[src/rtl/app_axi_slave.sv]
// AXI4-Lite slave endpoint that terminates single-beat reads and writes into a local
// register bank of NUM_REGS words. The write and read channels are handled independently.
module app_axi_slave #(
  parameter int unsigned DATA_WIDTH = 32,
  parameter int unsigned ADDR_WIDTH = 32,
  parameter int unsigned NUM_REGS   = 16
) (
  input  logic                      aclk,
  input  logic                      aresetn,
  // Write address channel
  input  logic [ADDR_WIDTH-1:0]     awaddr,
  input  logic                      awvalid,
  output logic                      awready,
  // Write data channel
  input  logic [DATA_WIDTH-1:0]     wdata,
  input  logic [DATA_WIDTH/8-1:0]   wstrb,
  input  logic                      wvalid,
  output logic                      wready,
  // Write response channel
  output logic [1:0]                bresp,
  output logic                      bvalid,
  input  logic                      bready,
  // Read address channel
  input  logic [ADDR_WIDTH-1:0]     araddr,
  input  logic                      arvalid,
  output logic                      arready,
  // Read data channel
  output logic [DATA_WIDTH-1:0]     rdata,
  output logic [1:0]                rresp,
  output logic                      rvalid,
  input  logic                      rready
);

  localparam int unsigned StrbW   = DATA_WIDTH / 8;
  localparam int unsigned AddrLsb = $clog2(StrbW);
  localparam int unsigned IdxW    = $clog2(NUM_REGS);
  localparam logic [ADDR_WIDTH-1:0] RangeLimit = ADDR_WIDTH'(NUM_REGS * StrbW);

  localparam logic [1:0] RespOkay   = 2'b00;
  localparam logic [1:0] RespSlvErr = 2'b10;

  typedef enum logic [1:0] {
    WrIdle,
    WrAddrHeld,
    WrDataHeld,
    WrResp
  } wr_state_e;

  typedef enum logic {
    RdIdle,
    RdResp
  } rd_state_e;

  function automatic logic [IdxW-1:0] addr_idx(input logic [ADDR_WIDTH-1:0] addr);
    return addr[AddrLsb +: IdxW];
  endfunction

  function automatic logic addr_ok(input logic [ADDR_WIDTH-1:0] addr);
    return addr < RangeLimit;
  endfunction

  // ---------------------------------------------------------------------------
  // Register bank and write-side state
  // ---------------------------------------------------------------------------
  logic [DATA_WIDTH-1:0] regs_q [NUM_REGS];

  wr_state_e             wr_state_q;
  logic [ADDR_WIDTH-1:0] awaddr_q;
  logic [DATA_WIDTH-1:0] wdata_q;
  logic [StrbW-1:0]      wstrb_q;
  logic                  awready_q;
  logic                  wready_q;
  logic                  bvalid_q;
  logic [1:0]            bresp_q;

  logic                  aw_hs;
  logic                  w_hs;
  logic                  commit_en;
  logic [ADDR_WIDTH-1:0] commit_addr;
  logic [DATA_WIDTH-1:0] commit_data;
  logic [StrbW-1:0]      commit_strb;
  logic                  commit_ok;
  logic [IdxW-1:0]       commit_idx;
  logic [1:0]            commit_resp;

  assign aw_hs = awvalid & awready_q;
  assign w_hs  = wvalid & wready_q;

  // A commit happens on the edge of whichever handshake completes the pair.
  always_comb begin
    commit_en = 1'b0;
    case (wr_state_q)
      WrIdle:     commit_en = aw_hs & w_hs;
      WrAddrHeld: commit_en = w_hs;
      WrDataHeld: commit_en = aw_hs;
      default:    commit_en = 1'b0;
    endcase
  end

  assign commit_addr = (wr_state_q == WrAddrHeld) ? awaddr_q : awaddr;
  assign commit_data = (wr_state_q == WrDataHeld) ? wdata_q  : wdata;
  assign commit_strb = (wr_state_q == WrDataHeld) ? wstrb_q  : wstrb;
  assign commit_ok   = addr_ok(commit_addr);
  assign commit_idx  = addr_idx(commit_addr);
  assign commit_resp = commit_ok ? RespOkay : RespSlvErr;

  always_ff @(posedge aclk) begin
    if (!aresetn) begin
      for (int i = 0; i < int'(NUM_REGS); i++) begin
        regs_q[i] <= '0;
      end
    end else if (commit_en && commit_ok) begin
      for (int b = 0; b < int'(StrbW); b++) begin
        if (commit_strb[b]) begin
          regs_q[commit_idx][b*8 +: 8] <= commit_data[b*8 +: 8];
        end
      end
    end
  end

  // ---------------------------------------------------------------------------
  // Write FSM; readies and bvalid are registered alongside the state.
  // ---------------------------------------------------------------------------
  always_ff @(posedge aclk) begin
    if (!aresetn) begin
      wr_state_q <= WrIdle;
      awaddr_q   <= '0;
      wdata_q    <= '0;
      wstrb_q    <= '0;
      awready_q  <= 1'b1;
      wready_q   <= 1'b1;
      bvalid_q   <= 1'b0;
      bresp_q    <= RespOkay;
    end else begin
      case (wr_state_q)
        WrIdle: begin
          if (commit_en) begin
            wr_state_q <= WrResp;
            awready_q  <= 1'b0;
            wready_q   <= 1'b0;
            bvalid_q   <= 1'b1;
            bresp_q    <= commit_resp;
          end else if (aw_hs) begin
            wr_state_q <= WrAddrHeld;
            awaddr_q   <= awaddr;
            awready_q  <= 1'b0;
          end else if (w_hs) begin
            wr_state_q <= WrDataHeld;
            wdata_q    <= wdata;
            wstrb_q    <= wstrb;
            wready_q   <= 1'b0;
          end
        end
        WrAddrHeld, WrDataHeld: begin
          if (commit_en) begin
            wr_state_q <= WrResp;
            awready_q  <= 1'b0;
            wready_q   <= 1'b0;
            bvalid_q   <= 1'b1;
            bresp_q    <= commit_resp;
          end
        end
        WrResp: begin
          if (bready) begin
            wr_state_q <= WrIdle;
            awready_q  <= 1'b1;
            wready_q   <= 1'b1;
            bvalid_q   <= 1'b0;
          end
        end
        default: begin
          wr_state_q <= WrIdle;
          awready_q  <= 1'b1;
          wready_q   <= 1'b1;
          bvalid_q   <= 1'b0;
        end
      endcase
    end
  end

  assign awready = awready_q;
  assign wready  = wready_q;
  assign bvalid  = bvalid_q;
  assign bresp   = bresp_q;

  // ---------------------------------------------------------------------------
  // Read FSM. The bank is sampled with its pre-edge value, so a read colliding
  // with a commit to the same word returns the old contents.
  // ---------------------------------------------------------------------------
  rd_state_e             rd_state_q;
  logic                  arready_q;
  logic                  rvalid_q;
  logic [DATA_WIDTH-1:0] rdata_q;
  logic [1:0]            rresp_q;
  logic                  ar_hs;
  logic                  rd_ok;
  logic [DATA_WIDTH-1:0] rd_word;

  assign ar_hs   = arvalid & arready_q;
  assign rd_ok   = addr_ok(araddr);
  assign rd_word = rd_ok ? regs_q[addr_idx(araddr)] : '0;

  always_ff @(posedge aclk) begin
    if (!aresetn) begin
      rd_state_q <= RdIdle;
      arready_q  <= 1'b1;
      rvalid_q   <= 1'b0;
      rdata_q    <= '0;
      rresp_q    <= RespOkay;
    end else begin
      case (rd_state_q)
        RdIdle: begin
          if (ar_hs) begin
            rd_state_q <= RdResp;
            arready_q  <= 1'b0;
            rvalid_q   <= 1'b1;
            rdata_q    <= rd_word;
            rresp_q    <= rd_ok ? RespOkay : RespSlvErr;
          end
        end
        RdResp: begin
          if (rready) begin
            rd_state_q <= RdIdle;
            arready_q  <= 1'b1;
            rvalid_q   <= 1'b0;
          end
        end
        default: begin
          rd_state_q <= RdIdle;
          arready_q  <= 1'b1;
          rvalid_q   <= 1'b0;
        end
      endcase
    end
  end

  assign arready = arready_q;
  assign rvalid  = rvalid_q;
  assign rdata   = rdata_q;
  assign rresp   = rresp_q;

endmodule

[config.mk]
export PLATFORM = sky130hd
export DESIGN_NAME = app_axi_slave
export DESIGN_NICKNAME = d
export VERILOG_FILES = /design/src/rtl/app_axi_slave.sv
export SDC_FILE = /design/constraint.sdc
export NUM_CORES = 1
export LEC_CHECK = 0
export CAP_MARGIN = 20
export CORE_ASPECT_RATIO = 1.25
export CORE_MARGIN = 2
export CORE_UTILIZATION = 54
export CTS_CLUSTER_DIAMETER = 120
export DETAILED_ROUTE_END_ITERATION = 6
export PLACE_DENSITY = 0.76
export SYNTH_ARGS = -nofsm -noshare
export SYNTH_HDL_FRONTEND = slang
export SYNTH_SLANG_ARGS = --single-unit
[constraint.sdc]
create_clock -name aclk -period 3 [get_ports aclk]
set_input_delay 0.45 -clock aclk [delete_from_list [all_inputs] [get_ports aclk]]
set_output_delay 0.45 -clock aclk [all_outputs]
set_load 0.01 [all_outputs]
==> out/metrics.yaml <==
run_status:
  outcome: "finished, final reports clean"
floorplan:
  die-area_mm2: 0.0522
  design.core.area_mm2: 0.0495
  die_w_um: 205
  ios: 148
  start_util: 0.549
  fp-row-count: 91
  dieHeight_um: 255
worst_setup_path:
  worstSetupStartpointType: "register"
  cp_cell_sequence: "inv_1, ha_2, buf_4, nand3_1, o21ai_1, buf_4, nand2_1, o31ai_1, buf_4"
  setup.worst_path.end_class: "register"
  crit_fanout: 12
  crit_type: "reg2reg"
  cp_slowest_cell: "o31ai_1"
  reg2reg_slack_ns: 0.14
  crit_top_cell: "buf_4"
  cp.arrival_ns: 3.18
  slowest_delay_ns: 0.52
  worstPathRequired_ns: 3.32
cts:
  clock-sinks: 620
  clk_latency_ns: 0.62
  cts_buffers: 57
  clk_path_buf_depth: 3
  cts_tree: "done"
  root_buffer: "clkbuf_16"
  path_clk_slew_ns: 0.06
  htreeDepth: 2
logic_synthesis:
  synth_edf_count: 512
  ys_ff_latch: 620
  synth_largest_area_cell: "edfxtp_1"
  netlist_area_mm2: 0.0272
  yosysMostFrequentCell: "nor2_1"
  async_flop_share: 0
  ys_warn_count: 0
  synth_top_area_share: 0.566
  synthTopCellsByArea: "edfxtp_1, mux4_2, dfxtp_1, nor2_1, mux2_2"
  ys_types: 45
  ys_seq_area_frac: 0.645
  synthTopCellsByCount: "nor2_1, edfxtp_1, mux4_2, nand2_1, dfxtp_1"
  syn_area_per_cell_um2: 13.5
  synthFlopType: "edfxtp_1"
  netlist_instances: 2011
sta:
  worst_pin_slew_ns: 0.755
  grt_setup_unrepaired: "false"
  finalCriticalPeriod_ns: 2.86
  fin_ws_ns: 0.144
  fin_crit_sh: 0.952
  finalMaxSlewViolations: 0
  finClkSkew_ns: 0.0185
  hold_viol: 0
  whs_ns: 0.365
  relSlewSlack: 0.497
  fmax_ghz: 0.350
  setup_viol: 0
global_routing:
  antenna_found_initial: 0
  grt_usage: 0.270
  overflow: 0
  use_met3: 0.0483
  grt_pass1_vias: 18300
  grt_max_degree: 72
  use_met1: 0.329
  busiest_layer: "met2"
  grt_pass1_wl_mm: 105
  met2_usage: 0.478
cells_and_area:
  fin_util: 0.648
  num_antenna_cells: 0
  fin_cells: 2890
  finalNetCount: 2302
  syn_to_final_growth_pct: 18.1
  fillers: 3497
  drive_gt1_frac: 0.209
power:
  p_int_mw: 15.9
  clockPowerShare: 0.387
  power_density_mw_per_mm2: 662
  p_seq_frac: 0.466
  comb_power_share: 0.147
  total_power_mw: 21.2
  irDropWorstVdd_mv: 0.518
  p_leak_nw: 11.2
  switching_share: 0.250
  power.switching_mw: 5.31
route:
  drt_iter0_drc: 1855
  drt_first_pass_iters: 5
  viasPerCell: 6.11
  drc: 0
  vias: 17700
  wirelength_mm: 69.3
  wl_per_cell_um: 24.0
  ant_nets: 0
job:
  max_cap_viol_count: 0
hold_path:
  hold_class: "in2reg"
place:
  dpl.hpwl_mm: 44.7
  dp_cells: 2781
  io_buffer_count: 141
  place_ws_ns: -0.0101
  place.gp.congestion: 0.815
## worst max-delay path: cells and delay by family (launching register included)
family          cells  cell delay [ns]
buf+inv             4             0.85
compound gates      2             0.62
simple gates        2             0.39
fa+ha+maj           1             0.35
flops               1             0.34
## power groups by stage
stage                     sequential [mW]  combinational (mW)  clock [mW]
after floorplan                      10.0                1.99           0
after global placement               10.0                3.00           0
after detailed placement             10.1                3.07           0
after CTS                            9.89                3.10        8.29
after global routing                 9.93                3.35        8.60
final                                9.89                3.13        8.23
## placed cells by master, fill, tap and decap left out, drive strengths merged, types with 2 or more instances in the layout
master / instances
a211oi: 2
a21o: 2
a21oi: 40
a22oi: 30
a31oi: 2
and3: 2
buf: 153
bufinv: 13
clkbuf: 80
clkdlybuf4s50: 137
clkinv: 12
clkinvlp: 3
conb: 2
dfxtp: 108
edfxtp: 512
ha: 5
inv: 7
mux2: 67
mux2i: 73
mux4: 128
nand2: 121
nand2b: 4
nand3: 8
nand3b: 5
nand4: 21
nand4b: 2
nor2: 560
nor2b: 2
nor3: 5
nor4: 18
o21ai: 40
o31ai: 64
or2: 3
## final cells by class
| class | count | area [um^2] | area share |
|---|---|---|---|
| clock buffer | 79 | 1680 | 0.0522 |
| clock inverter | 29 | 480 | 0.0150 |
| inverter | 6 | 22.5 | 0.000702 |
| multi-input combinational | 1214 | 8860 | 0.276 |
| sequential | 620 | 17500 | 0.547 |
| tap | 651 | 815 | 0.0254 |
| timing repair buffer | 291 | 2700 | 0.0842 |
## routing by layer
layer	wire length (um)	up-vias
met5	0	-
met4	2330	0
met3	6460	149
met2	36200	974
met1	24300	8795
li1	-	7746
## final timing paths
| path | startpoint | to | cells past startpoint |
|---|---|---|---|
| worst max register to register | wr_state_q[1] | regs_q[3][26] | 9 |
| worst min register to register | awaddr_q[20] | awaddr_q[20] | 2 |
| worst min-delay path | araddr[2] | rdata[31] | 3 |
| worst max-delay path | wr_state_q[1] | regs_q[3][26] | 9 |
## repair_timing
item / 4_1_cts / 5_1_grt
buffers inserted: 0 / 0
endpoints found under the setup margin: 0 / 29
hold buffers: 0 / 0
gates resized for setup: 0 / 1
## sequential cells by signal, indices dropped and copies added (netlist names)
signal      count
arready         1
bvalid          1
awaddr_q       30
wdata_q        32
awready         1
rvalid          1
rresp           1
wstrb_q         4
rdata          32
regs_q        512
wr_state_q      2
rd_state_q      1
bresp           1
wready          1
## through the flow
step / setup TNS (ns) / cell area [um^2]
final: 0 / 32100
after global routing: 0 / 32100
after CTS: 0 / 32100
after detailed placement: -0.0782 / 29900
after global placement: 0 / 29900
after floorplan: 0 / 27200
## logic make-up after synthesis
logic type | share of synthesized area
AO/OA/AOI/OAI | 0.0447
adder cells (fa/ha/maj) | 0.00230
buffers and inverters | 0.0302
flip-flops | 0.645
multiplexers | 0.161
other | 0.000138
AND/OR/NAND/NOR | 0.117
Power figures use the tool's default switching activity.
